File: src/rtl/coproc_pkg.sv
`default_nettype none
// ============================================================================
//  Module      : coproc_pkg
//  Description : Shared types and constants for the coprocessor job scheduler:
//                FSM state encoding, response status codes, opcode/size
//                widths and the reserved (illegal) matrix size code.
//  Revision    : 1.0  initial release
// ============================================================================
package coproc_pkg;

   localparam int OP_W   = 3;
   localparam int SIZE_W = 2;

   // Size code 2'b11 is reserved; jobs carrying it are rejected without launch.
   localparam logic [SIZE_W-1:0] SIZE_ILLEGAL = 2'b11;

   typedef enum logic [1:0] {
      ST_IDLE    = 2'd0,
      ST_LAUNCH  = 2'd1,
      ST_WAIT    = 2'd2,
      ST_RESPOND = 2'd3
   } state_t;

   typedef enum logic [1:0] {
      RSP_OK      = 2'b00,
      RSP_TIMEOUT = 2'b01,
      RSP_ILLEGAL = 2'b10
   } rsp_status_t;

   function automatic logic size_is_legal(input logic [SIZE_W-1:0] size);
      return (size != SIZE_ILLEGAL);
   endfunction

endpackage
`default_nettype wire

File: src/rtl/coproc_scheduler_if.sv
`default_nettype none
// ============================================================================
//  Module      : coproc_scheduler_if
//  Description : Bundle of requester, coprocessor, response and statistics
//                signals around the scheduler. The slave modport is the
//                scheduler's view; the master modport is its environment.
//  Revision    : 1.0  initial release
// ============================================================================
interface coproc_scheduler_if #(
   parameter int CNT_W = 16
);
   import coproc_pkg::*;

   // Requester 0
   logic              req0_valid;
   logic [OP_W-1:0]   req0_op;
   logic [SIZE_W-1:0] req0_size;
   logic              req0_ready;

   // Requester 1
   logic              req1_valid;
   logic [OP_W-1:0]   req1_op;
   logic [SIZE_W-1:0] req1_size;
   logic              req1_ready;

   // Coprocessor side
   logic              cop_start;
   logic [OP_W-1:0]   cop_op;
   logic [SIZE_W-1:0] cop_size;
   logic              cop_sel;
   logic              cop_done;

   // Response side
   logic              rsp_valid;
   logic              rsp_id;
   logic [1:0]        rsp_status;
   logic              rsp_ready;

   // Status and statistics
   logic              busy;
   logic [CNT_W-1:0]  jobs_ok;
   logic [CNT_W-1:0]  jobs_timeout;

   modport slave (
      input  req0_valid, req0_op, req0_size,
      input  req1_valid, req1_op, req1_size,
      input  cop_done, rsp_ready,
      output req0_ready, req1_ready,
      output cop_start, cop_op, cop_size, cop_sel,
      output rsp_valid, rsp_id, rsp_status,
      output busy, jobs_ok, jobs_timeout
   );

   modport master (
      output req0_valid, req0_op, req0_size,
      output req1_valid, req1_op, req1_size,
      output cop_done, rsp_ready,
      input  req0_ready, req1_ready,
      input  cop_start, cop_op, cop_size, cop_sel,
      input  rsp_valid, rsp_id, rsp_status,
      input  busy, jobs_ok, jobs_timeout
   );

endinterface
`default_nettype wire

File: src/rtl/rr_arbiter2.sv
`default_nettype none
// ============================================================================
//  Module      : rr_arbiter2
//  Description : Two-way round-robin arbiter, purely combinational. A lone
//                request is always granted; on a tie the requester that was
//                not granted last time wins. Grant is one-hot or zero.
//  Revision    : 1.0  initial release
// ============================================================================
module rr_arbiter2 (
   input  wire logic       valid0_i,
   input  wire logic       valid1_i,
   input  wire logic       last_grant_i,
   output logic [1:0]      grant_o
);

   // Pick a winner: lone requester, or the one opposite last_grant on a tie.
   always_comb begin
      grant_o = 2'b00;
      if (valid0_i && valid1_i) begin
         grant_o = last_grant_i ? 2'b01 : 2'b10;
      end else if (valid0_i) begin
         grant_o = 2'b01;
      end else if (valid1_i) begin
         grant_o = 2'b10;
      end
   end

endmodule
`default_nettype wire

File: src/rtl/coproc_scheduler.sv
`default_nettype none
// ============================================================================
//  Module      : coproc_scheduler
//  Description : Accepts jobs from two requesters (round-robin), launches one
//                job at a time on a matrix coprocessor, supervises completion
//                with a timeout, and returns a status response. Rejects the
//                reserved size code without launching. Keeps saturating
//                counts of OK and TIMEOUT responses.
//  Revision    : 1.0  initial release
// ============================================================================
module coproc_scheduler
   import coproc_pkg::*;
#(
   parameter int TIMEOUT_CYCLES = 1024,
   parameter int CNT_W          = 16
) (
   input wire logic          clk,
   input wire logic          reset_n,
   coproc_scheduler_if.slave bus
);

   // Counter only needs to reach TIMEOUT_CYCLES-1.
   localparam int               TMO_W    = $clog2(TIMEOUT_CYCLES);
   localparam logic [TMO_W-1:0] TMO_LAST = TMO_W'(TIMEOUT_CYCLES - 1);

   state_t            state_q,      state_d;
   logic              last_grant_q, last_grant_d;
   logic              cop_start_q,  cop_start_d;
   logic [OP_W-1:0]   cop_op_q,     cop_op_d;
   logic [SIZE_W-1:0] cop_size_q,   cop_size_d;
   logic              cop_sel_q,    cop_sel_d;
   logic              rsp_valid_q,  rsp_valid_d;
   logic              rsp_id_q,     rsp_id_d;
   rsp_status_t       rsp_status_q, rsp_status_d;
   logic              busy_q,       busy_d;
   logic [TMO_W-1:0]  tmo_cnt_q,    tmo_cnt_d;
   logic [CNT_W-1:0]  jobs_ok_q,    jobs_ok_d;
   logic [CNT_W-1:0]  jobs_tmo_q,   jobs_tmo_d;

   logic [1:0]        grant;
   logic              gnt_id;
   logic [OP_W-1:0]   gnt_op;
   logic [SIZE_W-1:0] gnt_size;
   logic              in_idle;

   rr_arbiter2 u_arb (
      .valid0_i     (bus.req0_valid),
      .valid1_i     (bus.req1_valid),
      .last_grant_i (last_grant_q),
      .grant_o      (grant)
   );

   assign in_idle  = (state_q == ST_IDLE);
   assign gnt_id   = grant[1];
   assign gnt_op   = grant[1] ? bus.req1_op   : bus.req0_op;
   assign gnt_size = grant[1] ? bus.req1_size : bus.req0_size;

   // Ready is the only combinational output; the one-hot grant keeps it exclusive.
   assign bus.req0_ready = in_idle & grant[0];
   assign bus.req1_ready = in_idle & grant[1];

   // Next-state and register-update logic for the job lifecycle.
   always_comb begin
      state_d      = state_q;
      last_grant_d = last_grant_q;
      cop_start_d  = 1'b0;
      cop_op_d     = cop_op_q;
      cop_size_d   = cop_size_q;
      cop_sel_d    = cop_sel_q;
      rsp_valid_d  = rsp_valid_q;
      rsp_id_d     = rsp_id_q;
      rsp_status_d = rsp_status_q;
      tmo_cnt_d    = tmo_cnt_q;
      jobs_ok_d    = jobs_ok_q;
      jobs_tmo_d   = jobs_tmo_q;

      case (state_q)
         ST_IDLE: begin
            if (grant != 2'b00) begin
               cop_op_d   = gnt_op;
               cop_size_d = gnt_size;
               cop_sel_d  = gnt_id;
               if (size_is_legal(gnt_size)) begin
                  // Pulse is registered so it lands in the LAUNCH cycle.
                  state_d     = ST_LAUNCH;
                  cop_start_d = 1'b1;
               end else begin
                  state_d      = ST_RESPOND;
                  rsp_valid_d  = 1'b1;
                  rsp_id_d     = gnt_id;
                  rsp_status_d = RSP_ILLEGAL;
               end
            end
         end

         ST_LAUNCH: begin
            tmo_cnt_d = '0;
            state_d   = ST_WAIT;
         end

         ST_WAIT: begin
            tmo_cnt_d = tmo_cnt_q + TMO_W'(1);
            // Completion is checked first so it wins over a simultaneous expiry.
            if (bus.cop_done) begin
               state_d      = ST_RESPOND;
               rsp_valid_d  = 1'b1;
               rsp_id_d     = cop_sel_q;
               rsp_status_d = RSP_OK;
            end else if (tmo_cnt_q == TMO_LAST) begin
               state_d      = ST_RESPOND;
               rsp_valid_d  = 1'b1;
               rsp_id_d     = cop_sel_q;
               rsp_status_d = RSP_TIMEOUT;
            end
         end

         ST_RESPOND: begin
            if (bus.rsp_ready) begin
               state_d      = ST_IDLE;
               rsp_valid_d  = 1'b0;
               last_grant_d = rsp_id_q;
               if (rsp_status_q == RSP_OK && jobs_ok_q != '1) begin
                  jobs_ok_d = jobs_ok_q + CNT_W'(1);
               end
               if (rsp_status_q == RSP_TIMEOUT && jobs_tmo_q != '1) begin
                  jobs_tmo_d = jobs_tmo_q + CNT_W'(1);
               end
            end
         end

         default: begin
            state_d = ST_IDLE;
         end
      endcase

      busy_d = (state_d != ST_IDLE);
   end

   // State register and all registered outputs; reset drops any in-flight job.
   always_ff @(posedge clk) begin
      if (!reset_n) begin
         state_q      <= ST_IDLE;
         last_grant_q <= 1'b1;
         cop_start_q  <= 1'b0;
         cop_op_q     <= '0;
         cop_size_q   <= '0;
         cop_sel_q    <= 1'b0;
         rsp_valid_q  <= 1'b0;
         rsp_id_q     <= 1'b0;
         rsp_status_q <= RSP_OK;
         busy_q       <= 1'b0;
         tmo_cnt_q    <= '0;
         jobs_ok_q    <= '0;
         jobs_tmo_q   <= '0;
      end else begin
         state_q      <= state_d;
         last_grant_q <= last_grant_d;
         cop_start_q  <= cop_start_d;
         cop_op_q     <= cop_op_d;
         cop_size_q   <= cop_size_d;
         cop_sel_q    <= cop_sel_d;
         rsp_valid_q  <= rsp_valid_d;
         rsp_id_q     <= rsp_id_d;
         rsp_status_q <= rsp_status_d;
         busy_q       <= busy_d;
         tmo_cnt_q    <= tmo_cnt_d;
         jobs_ok_q    <= jobs_ok_d;
         jobs_tmo_q   <= jobs_tmo_d;
      end
   end

   assign bus.cop_start    = cop_start_q;
   assign bus.cop_op       = cop_op_q;
   assign bus.cop_size     = cop_size_q;
   assign bus.cop_sel      = cop_sel_q;
   assign bus.rsp_valid    = rsp_valid_q;
   assign bus.rsp_id       = rsp_id_q;
   assign bus.rsp_status   = rsp_status_q;
   assign bus.busy         = busy_q;
   assign bus.jobs_ok      = jobs_ok_q;
   assign bus.jobs_timeout = jobs_tmo_q;

endmodule
`default_nettype wire

File: src/flat_wrapper.sv
// flat-port wrapper written by rule: the top's interface ports become plain ports
module coproc_scheduler_flat import coproc_pkg::*;
#(
   parameter int TIMEOUT_CYCLES = 1024,
   parameter int CNT_W          = 16
)
  (clk, reset_n, bus_req0_valid, bus_req0_op, bus_req0_size, bus_req1_valid, bus_req1_op, bus_req1_size, bus_cop_done, bus_rsp_ready, bus_req0_ready, bus_req1_ready, bus_cop_start, bus_cop_op, bus_cop_size, bus_cop_sel, bus_rsp_valid, bus_rsp_id, bus_rsp_status, bus_busy, bus_jobs_ok, bus_jobs_timeout);
  coproc_scheduler_if #(.CNT_W(CNT_W)) bus_i ();
  input wire logic clk;
  input wire logic reset_n;
  input wire logic [$bits(bus_i.req0_valid)-1:0] bus_req0_valid;
  input wire logic [$bits(bus_i.req0_op)-1:0] bus_req0_op;
  input wire logic [$bits(bus_i.req0_size)-1:0] bus_req0_size;
  input wire logic [$bits(bus_i.req1_valid)-1:0] bus_req1_valid;
  input wire logic [$bits(bus_i.req1_op)-1:0] bus_req1_op;
  input wire logic [$bits(bus_i.req1_size)-1:0] bus_req1_size;
  input wire logic [$bits(bus_i.cop_done)-1:0] bus_cop_done;
  input wire logic [$bits(bus_i.rsp_ready)-1:0] bus_rsp_ready;
  output wire logic [$bits(bus_i.req0_ready)-1:0] bus_req0_ready;
  output wire logic [$bits(bus_i.req1_ready)-1:0] bus_req1_ready;
  output wire logic [$bits(bus_i.cop_start)-1:0] bus_cop_start;
  output wire logic [$bits(bus_i.cop_op)-1:0] bus_cop_op;
  output wire logic [$bits(bus_i.cop_size)-1:0] bus_cop_size;
  output wire logic [$bits(bus_i.cop_sel)-1:0] bus_cop_sel;
  output wire logic [$bits(bus_i.rsp_valid)-1:0] bus_rsp_valid;
  output wire logic [$bits(bus_i.rsp_id)-1:0] bus_rsp_id;
  output wire logic [$bits(bus_i.rsp_status)-1:0] bus_rsp_status;
  output wire logic [$bits(bus_i.busy)-1:0] bus_busy;
  output wire logic [$bits(bus_i.jobs_ok)-1:0] bus_jobs_ok;
  output wire logic [$bits(bus_i.jobs_timeout)-1:0] bus_jobs_timeout;
  assign bus_i.req0_valid = bus_req0_valid;
  assign bus_i.req0_op = bus_req0_op;
  assign bus_i.req0_size = bus_req0_size;
  assign bus_i.req1_valid = bus_req1_valid;
  assign bus_i.req1_op = bus_req1_op;
  assign bus_i.req1_size = bus_req1_size;
  assign bus_i.cop_done = bus_cop_done;
  assign bus_i.rsp_ready = bus_rsp_ready;
  assign bus_req0_ready = bus_i.req0_ready;
  assign bus_req1_ready = bus_i.req1_ready;
  assign bus_cop_start = bus_i.cop_start;
  assign bus_cop_op = bus_i.cop_op;
  assign bus_cop_size = bus_i.cop_size;
  assign bus_cop_sel = bus_i.cop_sel;
  assign bus_rsp_valid = bus_i.rsp_valid;
  assign bus_rsp_id = bus_i.rsp_id;
  assign bus_rsp_status = bus_i.rsp_status;
  assign bus_busy = bus_i.busy;
  assign bus_jobs_ok = bus_i.jobs_ok;
  assign bus_jobs_timeout = bus_i.jobs_timeout;
  coproc_scheduler #(.TIMEOUT_CYCLES(TIMEOUT_CYCLES), .CNT_W(CNT_W)) u_core (.clk(clk), .reset_n(reset_n), .bus(bus_i));
endmodule
File: config.mk
export PLATFORM = sky130hd
export DESIGN_NAME = coproc_scheduler_flat
export DESIGN_NICKNAME = d
export VERILOG_FILES = /design/src/rtl/coproc_pkg.sv /design/src/rtl/coproc_scheduler_if.sv /design/src/rtl/rr_arbiter2.sv /design/src/rtl/coproc_scheduler.sv /design/src/flat_wrapper.sv
export SDC_FILE = /design/constraint.sdc
export NUM_CORES = 1
export LEC_CHECK = 0
export CAP_MARGIN = 20
export CORE_AREA = 2 2 75 77
export DETAILED_ROUTE_END_ITERATION = 8
export DIE_AREA = 0 0 77 79
export GPL_TIMING_DRIVEN = 0
export HOLD_SLACK_MARGIN = 0.1
export PLACE_DENSITY = 0.81
export SLEW_MARGIN = 20
export SYNTH_ARGS = -nofsm -noshare
export SYNTH_HDL_FRONTEND = slang
export SYNTH_SLANG_ARGS = --single-unit
File: constraint.sdc
create_clock -name clk -period 4.5 [get_ports clk]
set_input_delay 0.9 -clock clk [delete_from_list [all_inputs] [get_ports clk]]
set_output_delay 0.9 -clock clk [all_outputs]
set_load 0.01 [all_outputs]
# Word-level counts from Yosys, hierarchy flattened
# Cells that the tools add are included.
word_totals:
  ff_bits: 57
  inputBits: 16
  out_inout_bits: 46
  word_cells: 77
op_classes:
  addsub: 3
  n_eq_ne: 12
  mux: 30
  bitwise_logic: 2
  reduce_logical: 17
op_table:
  columns: ["operator", "n"]
  rows:
  - ["$add 16x1->16 const B", 2]
  - ["$ne 16x16->1 const B", 2]
  - ["$mux 2", 14]
  - ["$pmux 10 s2", 1]
  - ["$add 10x1->10 const B", 1]
  - ["$eq 10x10->1 const B", 1]
  - ["$mux 1", 10]
  - ["$reduce_and 3->1", 3]
  - ["$ne 2x2->1 const B", 4]
  - ["$pmux 2 s4", 1]
  - ["$reduce_bool 2->1", 4]
  - ["$reduce_and 5->1", 1]
  - ["$eq 2x1->1 const B", 2]
  - ["$eq 2x2->1 const B", 2]
  - ["$logic_not 2->1", 2]
  - ["$pmux 2 s2", 1]
  - ["$reduce_and 2->1", 2]
  - ["$reduce_and 4->1", 1]
  - ["$logic_and 1x1->1", 3]
  - ["$mux 3", 1]
  - ["$ne 3x2->1 const B", 1]
  - ["$pmux 1 s3", 1]
  - ["$reduce_bool 3->1", 1]
  - ["$and 1x1->1", 2]
  - ["$pmux 1 s2", 1]

# Longest topological paths before layout
logic_depth:
  depth_word: 9
  depth_mapped: 8
  ltp_nobuf: 7

# Cells and area by module
# A second synthesis with hierarchy kept.
unflattened:
  hier_cells: 347
  hier_area_um2: 2996.6
modules_own_cells:
  columns: ["mod", "n_inst", "cells_each", "area_each_um2", "seq_area_each_um2"]
  rows:
  - ["coproc_scheduler", 1, 344, 2977.9, 1141.1]
  - ["rr_arbiter2", 1, 3, 18.8, 0.0]

# Worst setup path before layout
# OpenSTA, ideal clock, no wires.
synth_timing:
  path_type: "input to register"
  startpoint: "input port bus_req1_valid"
  endpoint: "register u_core.rsp_valid_q (netlist: u_core.bus.rsp_valid)"
  setup_ns: 0.117
  t_arrival_ns: 2.147
  required_ns: 4.383
  setup_slack_ns: 2.236
  path_stages: 6
  path_buffers: 1
  cell_sequence: "a21boi_2 > buf_6 > or3_1 > a311oi_2 > nand2_1 > a32o_1"
synth_between:
  elab_chain_len: 7
  elab_cells_between_ends: 10
  classes_between: "3 x eq/ne; 4 x mux; 3 x reduce/logical"
synth_rtl:
  columns: ["element", "line_no", "rtl"]
  rows:
  - ["start, declared", "flat_wrapper.sv:14", "input wire logic [$bits(bus_i.req1_valid)-1:0] bus_req1_valid;"]
  - ["$mux 2", "rr_arbiter2.sv:23", "end else if (valid1_i) begin"]
  - ["$mux 2", "rr_arbiter2.sv:21", "end else if (valid0_i) begin"]
  - ["$mux 2 (*)", "rr_arbiter2.sv:19", "if (valid0_i && valid1_i) begin"]
  - ["$mux 2", "coproc_scheduler.sv:56", "assign gnt_size = grant[1] ? bus.req1_size : bus.req0_size;"]
  - ["$ne 2x2->1", "coproc_pkg.sv:31", "return (size != SIZE_ILLEGAL);"]
  - ["$ne 2x2->1 (no line)", null, null]
  - ["$reduce_and 5->1 (no line) (*)", null, null]
  - ["end signal, assigned", "coproc_scheduler.sv:162", "rsp_valid_q <= rsp_valid_d;"]
  - ["end, declared", "coproc_scheduler.sv:32", "logic rsp_valid_q, rsp_valid_d;"]
# Every way passes the cells marked *; elsewhere a longest branch is shown, timed or not.
# A chain may end at the register's enable or synchronous reset.

# Worst setup path after layout
layout_timing:
  startpoint: "input port bus_req1_valid"
  endpoint: "output port bus_req1_ready"
layout_between:
  elab_chain_len: 4
  elab_cells_between_ends: 5
  classes_between: "3 x mux; 1 x bitwise; 1 x reduce/logical"
layout_rtl:
  columns: ["element", "line_no", "rtl"]
  rows:
  - ["$mux 2", "rr_arbiter2.sv:23", null]
  - ["$mux 2", "rr_arbiter2.sv:21", null]
  - ["$mux 2 (*)", "rr_arbiter2.sv:19", null]
  - ["$and 1x1->1 (*)", "coproc_scheduler.sv:60", "assign bus.req1_ready = in_idle & grant[1];"]
  - ["end, declared", "flat_wrapper.sv:20", "output wire logic [$bits(bus_i.req1_ready)-1:0] bus_req1_ready;"]
# Marks and branches as above.

==> metrics.cfg <==
[run_status]
outcome=complete, no violations

[timing]
setup_slack_ns=1.09
finalSetupViolCount=0
timing.fmax_mhz=294
holdWs_ns=0.504
post-route-period-util_pct=75.7
hold_viol_final=0
slew_viol_final=0
maxSlewHeadroom_pct=53.8
setup_tns_ns=0
skew_ns=0.00879
rsz0062_at_grt=false
tightest_slew_ns=0.689
final.min_clock_period_ns=3.41

[power]
ir_drop_v=0.000315
p_leak_nw=1.30
power.density_nw_per_um2=336
finalPower_mw=1.24

[layout]
finalNetCount=413
fin_area_um2=3680
drive_gt1_share_pct=7.59
instances_no_fill=467
fillers=461
antennaDiodeCount=0
layout-area-overhead-vs-synth_pct=32.2
final_util_pct=69.0

[drt]
vias=2591
wl_um=6070
drc=0
vias_per_cell=5.55
post_drt_wl_per_cell_um=13.0
firstDrtPassIters=4
ant_nets=0
first_iter_violations=76

[critical_path]
critPathCapture=bus_req1_ready
r2r_slack_ns=2.49
worstReg2RegStart=u_core.state_q[0]
worstPathMaxFanout=10
setup.worst_path.start_class=input pin
cp-end-kind=output port
cp.required_ns=3.60
rr_worst_depth=6
critical_path_class=input pin to output port
cp.arrival_ns=2.51
crit_start=bus_req1_valid
reg2reg_to=u_core.bus.jobs_ok[14]

[floorplanning]
die_h_um=79
rows=27
die_w_um=77
dieArea_um2=6080
core_area_um2=5340
start_util_pct=52.2
ios=62

[global_route]
antenna_found_initial=0
grt_pass1_wl_um=10400
grt_pass1_vias=2359
gr-total-overflow=0
grt_max_degree=11
track_usage_pct=21.1

[logic_synthesis]
synth_flop_cell=dfxtp_1
synth_top_family_by_area=simple AND/OR/NAND/NOR gates
synth.area.top_cells=dfxtp_1 (41%), nor2_1 (5.0%), xnor2_1 (4.4%), mux2i_1 (3.9%), nand2_1 (3.5%)
synth-xor-area-share_pct=7.54
ys_seq_elements=57
avgSynthCellArea_um2=8.77
synthAdderAreaFrac_pct=3.14
synthSimpleGateAreaFrac_pct=26.6
synthCells=318
ys_seq_area_share_pct=40.9
ys_types=52
syn_area_um2=2790
synth_compound_area_share_pct=14.2
ys_warn_count=0
synth_edf_count=0
yosys.area.top_type_share_pct=40.9
async_flop_share_pct=0
synth.area.mux_share_pct=4.49
yosys.area.top_type=dfxtp_1
syn_nets=341

[clocking]
postCtsSetupBuffers=0
cts_buffer_depth=2
cts_hold_buffers=0
clkLatencyLatePin_ns=0.34
post_cts_resized=0
tritoncts=done
root_buffer=clkbuf_8
clkTransAtPathRegs_ns=0.06
cts.sinks=57
htreeDepth=3
numCtsBuffers=9

[place]
post-dp-hpwl_um=4470
port_buffers=61
gp_congestion=0.821
dp.cells=451
dpl_cell_area_um2=3490
place_ws_ns=1.08

[run]
cap_violations=0

[min_path]
holdPathStages=2
hp-class=flip-flop to flip-flop

==> worst max-delay path, stage by stage <==
cell	delay (ns)
clkdlybuf4s50_1	0.52
a21boi_2	0.20
buf_6	0.17
nand2_1	0.09
inv_1	0.09
clkdlybuf4s50_1	0.54
==> worst min-delay path by stage <==
stage / start / endpoint / slack, ns
finish: u_core.bus.jobs_ok[5] / u_core.bus.jobs_ok[5] / 0.50
detailed placement: u_core.bus.cop_sel / u_core.bus.cop_sel / 0.49
global placement: u_core.bus.jobs_ok[5] / u_core.bus.jobs_ok[5] / 0.48
CTS: u_core.bus.jobs_ok[5] / u_core.bus.jobs_ok[5] / 0.50
floorplan: u_core.tmo_cnt_q[9] / u_core.tmo_cnt_q[9] / 0.47
global route: u_core.bus.jobs_ok[5] / u_core.bus.jobs_ok[5] / 0.52
==> cells in the mapped netlist (all sizes together) (5+ instances only) <==
cell / number
a211oi: 5
a21oi: 13
and4: 8
clkbuf: 10
dfxtp: 57
ha: 7
inv: 8
mux2i: 11
nand2: 26
nand2b: 6
nand3: 17
nand4: 12
nor2: 37
nor3: 10
nor4: 5
o21ai: 12
or3: 6
xnor2: 14
xor2: 10
==> report_power, final <==
group,leakage (nW),total [mW],switching (mW),internal [mW]
logic,0.746,0.211,0.108,0.102
clock network,0.0953,0.478,0.210,0.269
registers,0.462,0.550,0.0183,0.532
total,1.30,1.24,0.336,0.903
==> registers in the layout, indices dropped and copies added, names as in the netlist <==
name / cells
u_core.state_q: 2
u_core.bus.cop_start: 1
u_core.bus.jobs_timeout: 16
u_core.bus.jobs_ok: 16
u_core.bus.cop_size: 2
u_core.bus.cop_op: 3
u_core.bus.rsp_id: 1
u_core.last_grant_q: 1
u_core.bus.rsp_status: 2
u_core.tmo_cnt_q: 10
u_core.bus.busy: 1
u_core.bus.cop_sel: 1
u_core.bus.rsp_valid: 1
==> kinds of logic after synthesis <==
family / count (synthesis)
fa+ha+maj: 7
simple gates: 142
buf+inv: 21
xor+xnor: 24
mux: 12
compound gates: 55
flops: 57
==> cell type report <==
cell class | instances | area, um2 | area share, %
multi-input cells | 240 | 1560 | 42.3
flip-flops and latches | 57 | 1140 | 31.0
repair buffers | 61 | 611 | 16.6
clock buffers | 11 | 141 | 3.84
well taps | 72 | 90.1 | 2.44
clock inverters | 5 | 55.1 | 1.49
plain buffers | 12 | 53.8 | 1.46
inverters | 9 | 33.8 | 0.917
==> layout by cell type, fill, tap and decap left out, drive strengths merged, types with 10 or more instances in the layout <==
cell type,netlist,routed
nor3,10,10
a21oi,13,13
mux2i,11,11
nand3,17,17
nand4,12,12
clkbuf,10,21
clkdlybuf4s50,0,61
nand2,26,26
xor2,10,10
nor2,37,37
xnor2,14,14
o21ai,12,12
dfxtp,57,57
==> per-layer routing <==
| layer | vias to the layer above | global-route usage (%) | wire (um) |
|---|---|---|---|
| met1 | 1207 | 24.9 | 2770 |
| met3 | 8 | 4.09 | 295 |
| met4 | 0 | 8.93 | 103 |
| met2 | 73 | 37.4 | 2900 |
| met5 | - | 0 | 0 |
| li1 | 1303 | - | - |
(Power assumes the default switching activity.)
